**src/rtl/iob_mem_arbiter.sv**
```systemverilog
// Two-master round-robin arbiter onto one shared memory port; one transaction in flight.
// Latency: request registered into s_* on the edge after valid, ready returns combinationally with s_ready.
// Backpressure: the losing master is held with ready=0 until the owner completes, for any number of cycles.
module iob_mem_arbiter #(
    parameter int ADDR_W = 32,
    parameter int DATA_W = 32
) (
    input  logic                clk,
    input  logic                rst_n,

    input  logic                m0_valid,
    input  logic [ADDR_W-1:0]   m0_addr,
    input  logic [DATA_W-1:0]   m0_wdata,
    input  logic [DATA_W/8-1:0] m0_wstrb,
    output logic [DATA_W-1:0]   m0_rdata,
    output logic                m0_ready,

    input  logic                m1_valid,
    input  logic [ADDR_W-1:0]   m1_addr,
    input  logic [DATA_W-1:0]   m1_wdata,
    input  logic [DATA_W/8-1:0] m1_wstrb,
    output logic [DATA_W-1:0]   m1_rdata,
    output logic                m1_ready,

    output logic                s_valid,
    output logic [ADDR_W-1:0]   s_addr,
    output logic [DATA_W-1:0]   s_wdata,
    output logic [DATA_W/8-1:0] s_wstrb,
    input  logic [DATA_W-1:0]   s_rdata,
    input  logic                s_ready,

    output logic [1:0]          grant,
    output logic                busy
);

    localparam int STRB_W = DATA_W / 8;

    localparam logic [0:0] IDLE = 1'b0;
    localparam logic [0:0] BUSY = 1'b1;

    logic [0:0]        state_q, state_d;
    logic              last_q, last_d;   // 1: master 1 was granted most recently
    logic [1:0]        grant_q, grant_d;
    logic [ADDR_W-1:0] addr_q, addr_d;
    logic [DATA_W-1:0] wdata_q, wdata_d;
    logic [STRB_W-1:0] wstrb_q, wstrb_d;

    logic pick_m1;
    logic done;

    // Master 1 wins if it is alone, or if both ask and master 0 went last.
    assign pick_m1 = m1_valid & (~m0_valid | ~last_q);

    always_comb begin
        state_d = state_q;
        last_d  = last_q;
        grant_d = grant_q;
        addr_d  = addr_q;
        wdata_d = wdata_q;
        wstrb_d = wstrb_q;
        if (state_q == IDLE) begin
            if (m0_valid || m1_valid) begin
                state_d = BUSY;
                last_d  = pick_m1;
                grant_d = pick_m1 ? 2'b10 : 2'b01;
                addr_d  = pick_m1 ? m1_addr  : m0_addr;
                wdata_d = pick_m1 ? m1_wdata : m0_wdata;
                wstrb_d = pick_m1 ? m1_wstrb : m0_wstrb;
            end
        end else if (s_ready) begin
            state_d = IDLE;
            grant_d = 2'b00;
        end
    end

    always_ff @(posedge clk or negedge rst_n) begin
        if (!rst_n) begin
            state_q <= IDLE;
            last_q  <= 1'b1;
            grant_q <= 2'b00;
            addr_q  <= '0;
            wdata_q <= '0;
            wstrb_q <= '0;
        end else begin
            state_q <= state_d;
            last_q  <= last_d;
            grant_q <= grant_d;
            addr_q  <= addr_d;
            wdata_q <= wdata_d;
            wstrb_q <= wstrb_d;
        end
    end

    // s_ready outside BUSY is ignored, so a stray response never reaches a master.
    assign done     = (state_q == BUSY) & s_ready;
    assign m0_ready = done & grant_q[0];
    assign m1_ready = done & grant_q[1];
    assign m0_rdata = grant_q[0] ? s_rdata : '0;
    assign m1_rdata = grant_q[1] ? s_rdata : '0;

    assign s_valid  = (state_q == BUSY);
    assign busy     = (state_q == BUSY);
    assign grant    = grant_q;
    assign s_addr   = addr_q;
    assign s_wdata  = wdata_q;
    assign s_wstrb  = wstrb_q;

endmodule

```
**config.mk**
```make
export PLATFORM = sky130hd
export DESIGN_NAME = iob_mem_arbiter
export DESIGN_NICKNAME = d
export VERILOG_FILES = /design/src/rtl/iob_mem_arbiter.sv
export SDC_FILE = /design/constraint.sdc
export NUM_CORES = 1
export LEC_CHECK = 0
export BUFFER_PORTS_ARGS = -buffer_cell sky130_fd_sc_hd__buf_2
export CAP_MARGIN = 0
export CORE_AREA = 2 2 119 121
export DETAILED_ROUTE_END_ITERATION = 10
export DIE_AREA = 0 0 121 123
export HOLD_SLACK_MARGIN = 0.12
export PLACE_DENSITY_LB_ADDON = 0.2
export SYNTH_ARGS = -nofsm -noshare
export SYNTH_HDL_FRONTEND = slang
export SYNTH_SLANG_ARGS = --single-unit
```
**constraint.sdc**
```tcl
create_clock -name clk -period 1.5 [get_ports clk]
set_clock_uncertainty 0.15 [all_clocks]
set_input_delay 0.3 -clock clk [delete_from_list [all_inputs] [get_ports clk]]
set_output_delay 0.3 -clock clk [all_outputs]
set_load 0.05 [all_outputs]
```
==> flow_summary_export.csv <==
group,metric,value,unit
floorplan,fp.dieH,123,um
power,ir_drop,0.687,mV
route,routedWlPerCell,17.9,um
clock_tree,cts_root_buf,"clkbuf_16",
grt,grt_start_max_net_pins,73,
synthesis,seq_area_frac_synth,48.9,%
power,power.density,1300,nW/um^2
synthesis,syn_avg_cell_area,8.39,um^2
power,p_leak,4.12,nW
floorplan,ios,311,
route,wl_met2,10500,um
clock_tree,cts_tree,"yes",
final_layout,fin_area,8750,um^2
route,vias,5216,
sta,worst_pin_slew,419,ps
synthesis,ys_types,23,
route,viasPerCell,4.88,
outcome,violations,"negative setup slack",
sta,setup_ws,-191,ps
grt,grt_overflow,0,
route,highest_layer,"met4",
clock_tree,cts_sinks,72,
floorplan,start_util,27.1,%
floorplan,die_w,121,um
outcome,outcome,"finished with violations",
final_layout,multiInputGateArea,2400,um^2
sta,fin_crit,1690,ps
sta,max_slew_margin,72.1,%
route,drtAntennaViolNets,0,
grt,grt_pass1_wl,24700,um
sta,final.period_utilization,113,%
route,dr.pass1.iters,6,
placed_design,place_congestion,0.768,
synthesis,synth_top_area_cell,"dfrtp_1",
grt,antenna_found_initial,1,
final_layout,ff_latch_area,1810,um^2
sta,drv_slew,0,
route,wl_met1,6730,um
sta,hold_viol,0,
synthesis,synth_area,3690,um^2
setup_path,cp-start-kind,"flip-flop",
sta,rsz0062_at_grt,"yes",
sta,setup_viol_count_final,120,
synthesis,yosys_warnings,0,
min_path,hold_class,"input port to flip-flop",
clock_tree,clk_pin_slew,60,ps
clock_tree,cts_buffer_depth,2,
synthesis,synth_top_area_share,48.2,%
job,maxCapViolCount,0,
clock_tree,clock_latency,330,ps
final_layout,fill_cells,1055,
synthesis,synth_area_leaders,"dfrtp_1 48%, a21oi_1 16%, and2_1 11%",
synthesis,ys_ff_latch,72,
grt,grt_pass1_vias,5265,
route,met3_length,1380,um
grt,grt_use_total,21.0,%
final_layout,areaGrowthSynthToFinish,137,%
sta,max_freq,591,MHz
route,drc_errors,0,
placed_design,dp_hpwl,10200,um
placed_design,dpl_cell_area,5720,um^2
sta,hold_slack,114,ps
floorplan,rows,43,
route,drt_iter0_markers,204,
synthesis,syn_inst,440,
synthesis,synthesis.nets,613,
placed_design,port_buffers,310,
clock_tree,cts_max_level,3,
setup_path,critPathMaxFanout,18,
setup_path,cp.arrival,1240,ps
setup_path,cp-end-kind,"output pin",
setup_path,critical_path_class,"flip-flop to output pin",
final_layout,nNetsFinal,1055,
clock_tree,cts_made_buffers,9,
setup_path,worstPathRequired,1050,ps
floorplan,die_area,14900,um^2
floorplan,core_area,13600,um^2
route,totalWireLength,19100,um
final_layout,drive_above_1_share,61.4,%
==> cells by family (layout without fill, tap and decap cells) <==
| family | after synthesis | count (layout) | synth area share [%] |
|---|---|---|---|
| AOI/OAI and AO/OA | 135 | 135 | 20.4 |
| and+or+nand+nor | 197 | 197 | 25.4 |
| other | 0 | 1 | 0 |
| DFF | 72 | 72 | 48.9 |
| buffers and inverters | 36 | 483 | 5.32 |
==> cell usage after synthesis, drive strengths merged <==
cell type  instances
o21bai             1
dfrtp             71
buf               26
a21oi            117
dfstp              1
o21ai              1
nor2b              1
nor2              59
o21ba              1
clkbuf            10
a21boi             1
o31a               1
and3              12
nand2             60
a21bo              1
a221o             10
o22a               1
a22oi              1
nand3              1
and2              64
==> report_power, final <==
part	internal [W]	switching (W)
Combinational	0.00224	0.00394
Sequential	0.00243	0.000327
Clock	0.00160	0.000857
==> registers in the layout, indices dropped and copies added (netlist names) <==
| signal | cells |
|---|---|
| s_wdata | 32 |
| busy | 1 |
| s_addr | 32 |
| grant | 2 |
| last_q | 1 |
| s_wstrb | 4 |
==> stage by stage <==
step	setup WS [ps]	total power [W]	cells	setup TNS, ps	utilization, %
after CTS	-209	0.0106	1044	-12700	57.0
final	-191	0.0114	1068	-13570	64.3
after floorplan	-159	0.00620	440	-5580	-
after detailed placement	-128	0.00755	911	-4220	42.0
after global placement	-67.1	0.00750	911	-1970	42.0
after global routing	-226	0.0118	1068	-18800	64.3
==> layout make-up <==
| type | count | area share [%] |
|---|---|---|
| diodes | 1 | 0.0286 |
| clock buffers | 12 | 3.04 |
| clock inverters | 4 | 0.843 |
| multi-input cells | 332 | 27.4 |
| flip-flops and latches | 72 | 20.6 |
| well taps | 180 | 2.57 |
| repair buffers | 467 | 45.4 |
==> repair_timing <==
item                       in CTS  in global routing
hold buffers                  110                  1
setup endpoints to repair     138                122
pin swaps                       2                 53
setup buffers                   6                 12
cloned                          1                 14
hold endpoints to repair      140                  1
gates resized for setup       165                138
==> per-layer routing <==
metal  track usage [%]  up-vias
met4              10.2        0
met5                 0        -
met1              20.7     2502
met2              40.2      295
met3              5.95       50
li1                  -     2369
==> final timing paths <==
path                        startpoint      endpoint  slack (ps)  cells past startpoint
min reg2reg                 s_addr[17]    s_addr[17]         370                      2
min in group asynchronous        rst_n   s_wdata[12]         370                      3
max                           grant[0]  m0_rdata[23]        -190                      3
max in group asynchronous        rst_n        last_q         450                      3
min                        m1_wdata[6]    s_wdata[6]         110                      3
max reg2reg                     last_q   s_wdata[26]         -90                      7
==> critical path, stage by stage, from the launching register on <==
cell and delay [ps]:
dfrtp_2 440, buf_12 160, and2_4 160, buf_6 140
==> cells in the final DEF (no fill, tap or decap), types with 10 or more instances in the layout <==
master         count
a21oi_1           49
a21oi_2           49
a21oi_4           19
a221o_1           10
and2_4            64
and3_4            11
buf_12            16
buf_2            239
buf_6             73
buf_8             11
clkbuf_16         19
dfrtp_1           68
dlygate4sd3_1    111
nand2_1           60
nor2_1            39
nor2_2            18
Note: power is estimated with default switching activity, not from simulation.
